## config.mk

```make
export PLATFORM = sky130hd
export DESIGN_NAME = rom_reader
export DESIGN_NICKNAME = d
export VERILOG_FILES = /design/src/rtl/rom_reader_pkg.sv /design/src/rtl/rom_reader_skid.sv /design/src/rtl/rom_reader.sv
export SDC_FILE = /design/constraint.sdc
export NUM_CORES = 1
export LEC_CHECK = 0
export ABC_CLOCK_PERIOD_IN_PS = 2100
export CAP_MARGIN = 10
export CORE_ASPECT_RATIO = 1.1
export CORE_MARGIN = 5
export CORE_UTILIZATION = 53
export DETAILED_ROUTE_END_ITERATION = 8
export PLACE_DENSITY = 0.79
export SLEW_MARGIN = 20
export SYNTH_ARGS = -nofsm -noshare
export SYNTH_HDL_FRONTEND = slang
export SYNTH_SLANG_ARGS = --single-unit
```

## constraint.sdc

```tcl
create_clock -name clk -period 2.1 [get_ports clk]
set_input_delay 0.42 -clock clk [delete_from_list [all_inputs] [get_ports clk]]
set_output_delay 0.42 -clock clk [all_outputs]
set_load 0.02 [all_outputs]
```

## src/rtl/rom_reader_pkg.sv

```systemverilog
// Shared definitions for the coefficient ROM path: default geometry and the
// reader's state encoding, also used by the ROM and the MAC controller.
package rom_reader_pkg;

    localparam int ROM_ADDR_W     = 6;
    localparam int ROM_DATA_W     = 8;
    localparam int ROM_KERNEL_LEN = 9;

    typedef enum logic [1:0] {
        IDLE  = 2'd0,
        FETCH = 2'd1,
        DRAIN = 2'd2,
        DONE  = 2'd3
    } rr_state_t;

endpackage

```

## src/rtl/rom_reader_skid.sv

```systemverilog
// Two-entry FIFO that absorbs ROM read latency against output backpressure.
// Push and pop may coincide at any occupancy; slot0 is always the head.
module rom_reader_skid #(
    parameter int DATA_W = 8
) (
    input  logic              clk,
    input  logic              rst,
    input  logic              push,
    input  logic              pop,
    input  logic [DATA_W-1:0] din,
    output logic [DATA_W-1:0] dout,
    output logic              empty,
    output logic [1:0]        count
);

    logic [DATA_W-1:0] slot0;
    logic [DATA_W-1:0] slot1;
    logic              do_pop;

    assign do_pop = pop && (count != 2'd0);
    assign dout   = slot0;
    assign empty  = (count == 2'd0);

    always_ff @(posedge clk or posedge rst) begin
        if (rst) begin
            slot0 <= '0;
            slot1 <= '0;
            count <= 2'd0;
        end else begin
            case ({push, do_pop})
                2'b10: begin
                    if (count == 2'd0) slot0 <= din;
                    else               slot1 <= din;
                    count <= count + 2'd1;
                end
                2'b01: begin
                    slot0 <= slot1;
                    count <= count - 2'd1;
                end
                2'b11: begin
                    if (count == 2'd1) begin
                        slot0 <= din;
                    end else begin
                        slot0 <= slot1;
                        slot1 <= din;
                    end
                end
                default: ;
            endcase
        end
    end

    no_overflow: assert property (@(posedge clk) disable iff (rst)
        !(push && !do_pop && count == 2'd2));

endmodule

```

## src/rtl/rom_reader.sv

```systemverilog
// Reads KERNEL_LEN consecutive coefficient words from the synchronous ROM
// starting at base_addr and streams them to the MAC datapath.
module rom_reader
    import rom_reader_pkg::*;
#(
    parameter int ADDR_W     = ROM_ADDR_W,
    parameter int DATA_W     = ROM_DATA_W,
    parameter int KERNEL_LEN = ROM_KERNEL_LEN
) (
    input  logic              clk,
    input  logic              rst,
    input  logic              start,
    input  logic [ADDR_W-1:0] base_addr,
    output logic              busy,
    output logic              done,
    output logic [ADDR_W-1:0] rom_addr,
    output logic              rom_en,
    input  logic [DATA_W-1:0] rom_data,
    output logic [DATA_W-1:0] out_data,
    output logic              out_valid,
    input  logic              out_ready,
    output logic              out_last
);

    localparam int              CNT_W = $clog2(KERNEL_LEN + 1);
    localparam logic [CNT_W-1:0] LEN  = CNT_W'(KERNEL_LEN);
    localparam logic [CNT_W-1:0] LAST = CNT_W'(KERNEL_LEN - 1);

    rr_state_t         state;
    logic [ADDR_W-1:0] rd_ptr;
    logic [ADDR_W-1:0] addr_q;
    logic [CNT_W-1:0]  issue_cnt;
    logic [CNT_W-1:0]  out_cnt;
    logic              inflight;
    logic              skid_empty;
    logic [1:0]        skid_count;
    logic [DATA_W-1:0] skid_head;
    logic              push;
    logic              pop;
    logic              hs;

    // A read is issued only while buffered plus returning words stay below two.
    assign rom_en   = (state == FETCH) && (issue_cnt < LEN) &&
                      (({1'b0, skid_count} + {2'b00, inflight}) < 3'd2);
    assign rom_addr = rom_en ? rd_ptr : addr_q;

    // Output stream: a word transfers on any cycle where out_valid and
    // out_ready are both high; out_valid/out_data never change while stalled.
    // A word returning from the ROM into an empty buffer is presented the
    // same cycle and is only stored if the consumer does not take it.
    assign out_valid = !skid_empty || inflight;
    assign out_data  = !skid_empty ? skid_head : (inflight ? rom_data : '0);
    assign out_last  = out_valid && (out_cnt == LAST);
    assign hs        = out_valid && out_ready;
    assign pop       = !skid_empty && out_ready;
    assign push      = inflight && !(skid_empty && out_ready);

    rom_reader_skid #(
        .DATA_W (DATA_W)
    ) u_skid (
        .clk   (clk),
        .rst   (rst),
        .push  (push),
        .pop   (pop),
        .din   (rom_data),
        .dout  (skid_head),
        .empty (skid_empty),
        .count (skid_count)
    );

    always_ff @(posedge clk or posedge rst) begin
        if (rst) begin
            state     <= IDLE;
            rd_ptr    <= '0;
            addr_q    <= '0;
            issue_cnt <= '0;
            out_cnt   <= '0;
            inflight  <= 1'b0;
            busy      <= 1'b0;
            done      <= 1'b0;
        end else begin
            inflight <= rom_en;
            done     <= 1'b0;
            if (rom_en) begin
                addr_q    <= rd_ptr;
                rd_ptr    <= rd_ptr + ADDR_W'(1);
                issue_cnt <= issue_cnt + CNT_W'(1);
            end
            if (hs) out_cnt <= out_cnt + CNT_W'(1);

            case (state)
                IDLE: begin
                    if (start) begin
                        rd_ptr    <= base_addr;
                        issue_cnt <= '0;
                        out_cnt   <= '0;
                        busy      <= 1'b1;
                        state     <= FETCH;
                    end
                end
                FETCH: begin
                    if (rom_en && issue_cnt == LAST) state <= DRAIN;
                end
                DRAIN: begin
                    if (hs && out_cnt == LAST) begin
                        done  <= 1'b1;
                        state <= DONE;
                    end
                end
                DONE: begin
                    busy  <= 1'b0;
                    state <= IDLE;
                end
                default: state <= IDLE;
            endcase
        end
    end

endmodule

```

==> metrics.txt <==
# TYPE chip_impl_metric gauge
chip_impl_info{name="status",value="finished with violations"} 1
chip_impl_info{name="failed_checks",value="setup timing"} 1
chip_impl_metric{name="syn_area_per_cell",unit="µm²"} 10.3
chip_impl_metric{name="power_frac_comb",unit="%"} 59.2
chip_impl_info{name="hp-class",value="reg -> reg"} 1
chip_impl_metric{name="drt_iter0_drc",unit=""} 94
chip_impl_metric{name="post_layout_instance_count_excluding_filler_cells",unit=""} 362
chip_impl_metric{name="gp_congestion",unit=""} 0.760
chip_impl_info{name="largest_family_of_logic_cells_by_synthesized_area",value="simple AND/OR/NAND/NOR gates"} 1
chip_impl_metric{name="drt.antenna.violating_nets",unit=""} 0
chip_impl_metric{name="initial_utilization",unit="%"} 53.8
chip_impl_metric{name="power-per-cell-area",unit="mW/mm²"} 1620
chip_impl_metric{name="ys_warn_count",unit=""} 0
chip_impl_metric{name="worst_slack",unit="ns"} -0.173
chip_impl_metric{name="wl",unit="mm"} 5.61
chip_impl_metric{name="muxShareOfSynthArea",unit="%"} 12.8
chip_impl_metric{name="io_buffers",unit=""} 36
chip_impl_metric{name="finalCriticalPeriod",unit="ns"} 2.27
chip_impl_metric{name="finalHoldViolCount",unit=""} 0
chip_impl_metric{name="design.final.nets",unit=""} 336
chip_impl_metric{name="number_of_antenna_violations_at_the_first_check_in_global_routing",unit=""} 0
chip_impl_metric{name="r2r_setup_slack",unit="ns"} 0.10
chip_impl_info{name="crit-reg2reg-launch",value="issue_cnt[0]$_DFF_PP0_"} 1
chip_impl_metric{name="first_global_vias",unit=""} 2048
chip_impl_metric{name="power.switching",unit="mW"} 2.08
chip_impl_metric{name="antenna_cells_inserted",unit=""} 0
chip_impl_metric{name="intPower",unit="mW"} 3.15
chip_impl_info{name="crit_path_top_cell_by_count",value="buf_6"} 1
chip_impl_info{name="crit_slowest_cell",value="dfrtp_1"} 1
chip_impl_metric{name="worst_clock_skew",unit="ns"} 0.00838
chip_impl_metric{name="data_arrival_time_at_the_worst_slack_endpoint",unit="ns"} 1.85
chip_impl_metric{name="timing_worst_slew_pin_value",unit="ns"} 0.551
chip_impl_metric{name="fp.dieArea",unit="mm²"} 0.00570
chip_impl_info{name="setup.worst_path.start",value="issue_cnt[0]$_DFF_PP0_"} 1
chip_impl_metric{name="timing.max_slew.rel_slack",unit="%"} 63.3
chip_impl_metric{name="layout-drive-gt1-share",unit="%"} 34.4
chip_impl_metric{name="via_count",unit=""} 1897
chip_impl_metric{name="rows",unit=""} 25
chip_impl_metric{name="synth.net_count",unit=""} 250
chip_impl_metric{name="seq_power_share",unit="%"} 28.1
chip_impl_metric{name="hpwl",unit="mm"} 3.17
chip_impl_metric{name="grt_first_pass_wirelength",unit="mm"} 9.41
chip_impl_metric{name="number_of_top_level_pins",unit=""} 37
chip_impl_info{name="tritoncts",value="done"} 1
chip_impl_metric{name="synth_async_sr_flop_share",unit="%"} 100
chip_impl_info{name="most_used_cells_in_the_layout_excluding_fill_and_tap_cells",value="43 x dfrtp_1, 39 x buf_4, 21 x nor2_1"} 1
chip_impl_metric{name="fin_util",unit="%"} 76.4
chip_impl_metric{name="dp.cells",unit=""} 331
chip_impl_metric{name="flow.area_growth_from_synthesis",unit="%"} 42.0
chip_impl_metric{name="nFillCells",unit=""} 273
chip_impl_metric{name="ir_worst_vdd",unit="mV"} 0.936
chip_impl_metric{name="worst_r2r_path_depth",unit=""} 14
chip_impl_metric{name="p_leak",unit="nW"} 1.57
chip_impl_metric{name="globalRouteTotalUtil",unit="%"} 21.6
chip_impl_metric{name="period_share",unit="%"} 108
chip_impl_metric{name="fin_hold_ws",unit="ns"} 0.509
chip_impl_metric{name="cts_made_buffers",unit=""} 5
chip_impl_metric{name="fmax",unit="MHz"} 440
chip_impl_metric{name="synth_cell_types",unit=""} 34
chip_impl_info{name="clockRootBuffer",value="clkbuf_8"} 1
chip_impl_metric{name="crit_path_max_incr_delay",unit="ns"} 0.39
chip_impl_metric{name="synth_compound_gate_area_share",unit="%"} 12.0
chip_impl_info{name="critical_path.cell_chain",value="inv_2, ha_4, nor2b_4, o211ai_4, buf_6, mux2_4, buf_6"} 1
chip_impl_info{name="crit_end",value="rom_addr[3]"} 1
chip_impl_metric{name="post_layout_inst_area",unit="mm²"} 0.00323
chip_impl_info{name="critical_path.endpoint_type",value="primary output"} 1
chip_impl_metric{name="synth_fa_ha_area_share",unit="%"} 6.06
chip_impl_metric{name="setup-violations-final",unit=""} 6
chip_impl_metric{name="clk_pin_slew",unit="ns"} 0.08
chip_impl_metric{name="finalMaxSlewViolations",unit=""} 0
chip_impl_metric{name="grt_start_max_net_pins",unit=""} 44
chip_impl_metric{name="synth.ff_latch_count",unit=""} 43
chip_impl_info{name="r2r-end",value="issue_cnt[0]$_DFF_PP0_"} 1
chip_impl_metric{name="drt_drc_violations_left",unit=""} 0
chip_impl_metric{name="grt_overflow_total",unit=""} 0
chip_impl_metric{name="clock_tree.buffer_depth",unit=""} 2
chip_impl_info{name="worstSetupStartpointType",value="register"} 1
chip_impl_info{name="synth-main-ff-cell",value="dfrtp_1"} 1
chip_impl_metric{name="routedWlPerCell",unit="µm"} 15.5
chip_impl_metric{name="clock_tree.htree_level_count",unit=""} 2
chip_impl_metric{name="mappedNetlistArea",unit="mm²"} 0.00227
chip_impl_info{name="layout.cells.most_common",value="dfrtp_1"} 1
chip_impl_metric{name="dpl-instance-area",unit="mm²"} 0.00289
chip_impl_metric{name="synthSimpleGateAreaFrac",unit="%"} 12.9
chip_impl_metric{name="die_y",unit="µm"} 78.7
chip_impl_metric{name="core",unit="mm²"} 0.00422
chip_impl_metric{name="power.share.clock",unit="%"} 12.7
chip_impl_metric{name="crit_path_max_fanout",unit=""} 3
chip_impl_metric{name="clk_latency",unit="ns"} 0.31
chip_impl_metric{name="chipWidth",unit="µm"} 72.4
chip_impl_metric{name="syn_inst",unit=""} 221
chip_impl_metric{name="cap_violations",unit=""} 0
chip_impl_metric{name="clock-sinks",unit=""} 43
chip_impl_info{name="crit_type",value="reg -> out"} 1
chip_impl_metric{name="power.share.switching",unit="%"} 39.8
chip_impl_metric{name="portion_of_the_post_synthesis_area_used_by_sequential_elements",unit="%"} 47.4
chip_impl_metric{name="yosys.area_share.xor_xnor",unit="%"} 2.70
chip_impl_metric{name="post_drt_via_cell_ratio",unit=""} 5.24
chip_impl_metric{name="required_arrival_time_at_the_worst_endpoint",unit="ns"} 1.68
chip_impl_info{name="grt_setup_unrepaired",value="true"} 1
chip_impl_metric{name="synth-edff-count",unit=""} 0
chip_impl_metric{name="detail_route.first_pass.iterations",unit=""} 4
==> layout make-up <==
| type | instances | area, µm² | share of cell area [%] |
|---|---|---|---|
| Clock buffer | 5 | 68.8 | 2.13 |
| Clock inverter | 3 | 43.8 | 1.36 |
| Inverter | 23 | 88.8 | 2.75 |
| Multi-Input combinational cell | 146 | 1110 | 34.3 |
| Sequential cell | 43 | 1080 | 33.3 |
| Tap cell | 54 | 67.6 | 2.09 |
| Timing Repair Buffer | 88 | 776 | 24.0 |
==> cell usage after synthesis, types with 2 or more instances <==
master | instances | share of area, %
a21oi_1 | 11 | 2.4
a31oi_1 | 6 | 1.7
and2_1 | 3 | 0.83
and3_1 | 2 | 0.55
buf_2 | 2 | 0.44
buf_4 | 5 | 1.7
clkbuf_1 | 2 | 0.33
dfrtp_1 | 43 | 47
ha_1 | 11 | 6.1
inv_1 | 23 | 3.8
mux2_2 | 16 | 7.9
mux2i_1 | 11 | 4.8
nand2_1 | 14 | 2.3
nand3_1 | 9 | 2.0
nor2_1 | 21 | 3.5
o21ai_0 | 16 | 3.5
or3_1 | 4 | 1.1
xnor2_1 | 3 | 1.2
xor2_1 | 4 | 1.5
==> power by group through the flow <==
stage	Sequential (mW)	Clock, mW	Combinational, mW
final	1.47	0.666	3.10
after global routing	1.52	0.709	3.36
after CTS	1.45	0.669	2.99
after detailed placement	1.48	0	2.58
after global placement	1.46	0	2.51
after floorplan	1.45	0	1.60
==> per-layer routing <==
metal  GRT usage [%]  share of wire [%]  vias to the layer above
met5               0                  0                        -
met4            8.30                2.3                        0
met3            3.97                4.0                       15
met2            37.5                 51                       43
met1            26.1                 42                      919
li1                -                  -                      920
==> cell families (layout without fill, tap and decap cells) <==
kind of cell | count (synthesis) | in the layout
DFF | 43 | 43
buffers and inverters | 32 | 119
xor gates and xnor gates | 7 | 7
adders and majority gates | 11 | 11
and+or+nand+nor | 61 | 61
AOI/OAI and AO/OA | 40 | 40
muxes | 27 | 27
==> worst max-delay path, delay by kind of cell (launching register included) <==
| kind | cells | cell delay (ns) |
|---|---|---|
| AOI/OAI and AO/OA | 1 | 0.21 |
| buffers and inverters | 3 | 0.35 |
| DFF | 1 | 0.39 |
| muxes | 1 | 0.31 |
| adders and majority gates | 1 | 0.15 |
| and+or+nand+nor | 1 | 0.13 |
==> sequential cells by signal (all words and copies together) (netlist names) <==
register,flops
u_skid.dout,8
u_skid.slot1,8
addr_q,6
rd_ptr,6
issue_cnt,4
out_cnt,4
state,2
u_skid.count,2
busy,1
done,1
inflight,1
==> repair_timing <==
item	CTS	global route
setup endpoints to repair	17	18
buffers inserted	21	5
pin swaps	3	2
gates resized for setup	77	33
hold buffers	0	0
==> worst min-delay path by stage <==
stage                     depth (start not counted)                     endpoint  slack (ns)                         from
final                                             1          addr_q[0]$_DFF_PP0_        0.51          addr_q[0]$_DFF_PP0_
after global routing                              1          addr_q[5]$_DFF_PP0_        0.52          addr_q[5]$_DFF_PP0_
after CTS                                         1          addr_q[0]$_DFF_PP0_        0.51          addr_q[0]$_DFF_PP0_
after detailed placement                          1          addr_q[0]$_DFF_PP0_        0.48          addr_q[0]$_DFF_PP0_
after global placement                            1          addr_q[0]$_DFF_PP0_        0.48          addr_q[0]$_DFF_PP0_
after floorplan                                   1  u_skid.slot1[0]$_DFFE_PP0P_        0.48  u_skid.slot1[0]$_DFFE_PP0P_
==> metrics by stage <==
step                setup TNS, ns  setup slack [ns]  total power, mW
finish                     -0.977            -0.173             5.24
global route                -1.38            -0.236             5.59
CTS                        -0.741            -0.132             5.11
detailed placement          -2.12            -0.316             4.06
global placement            -1.93            -0.292             3.97
floorplan                       0            0.0719             3.05
No activity file was read; power rests on OpenSTA's default activity.
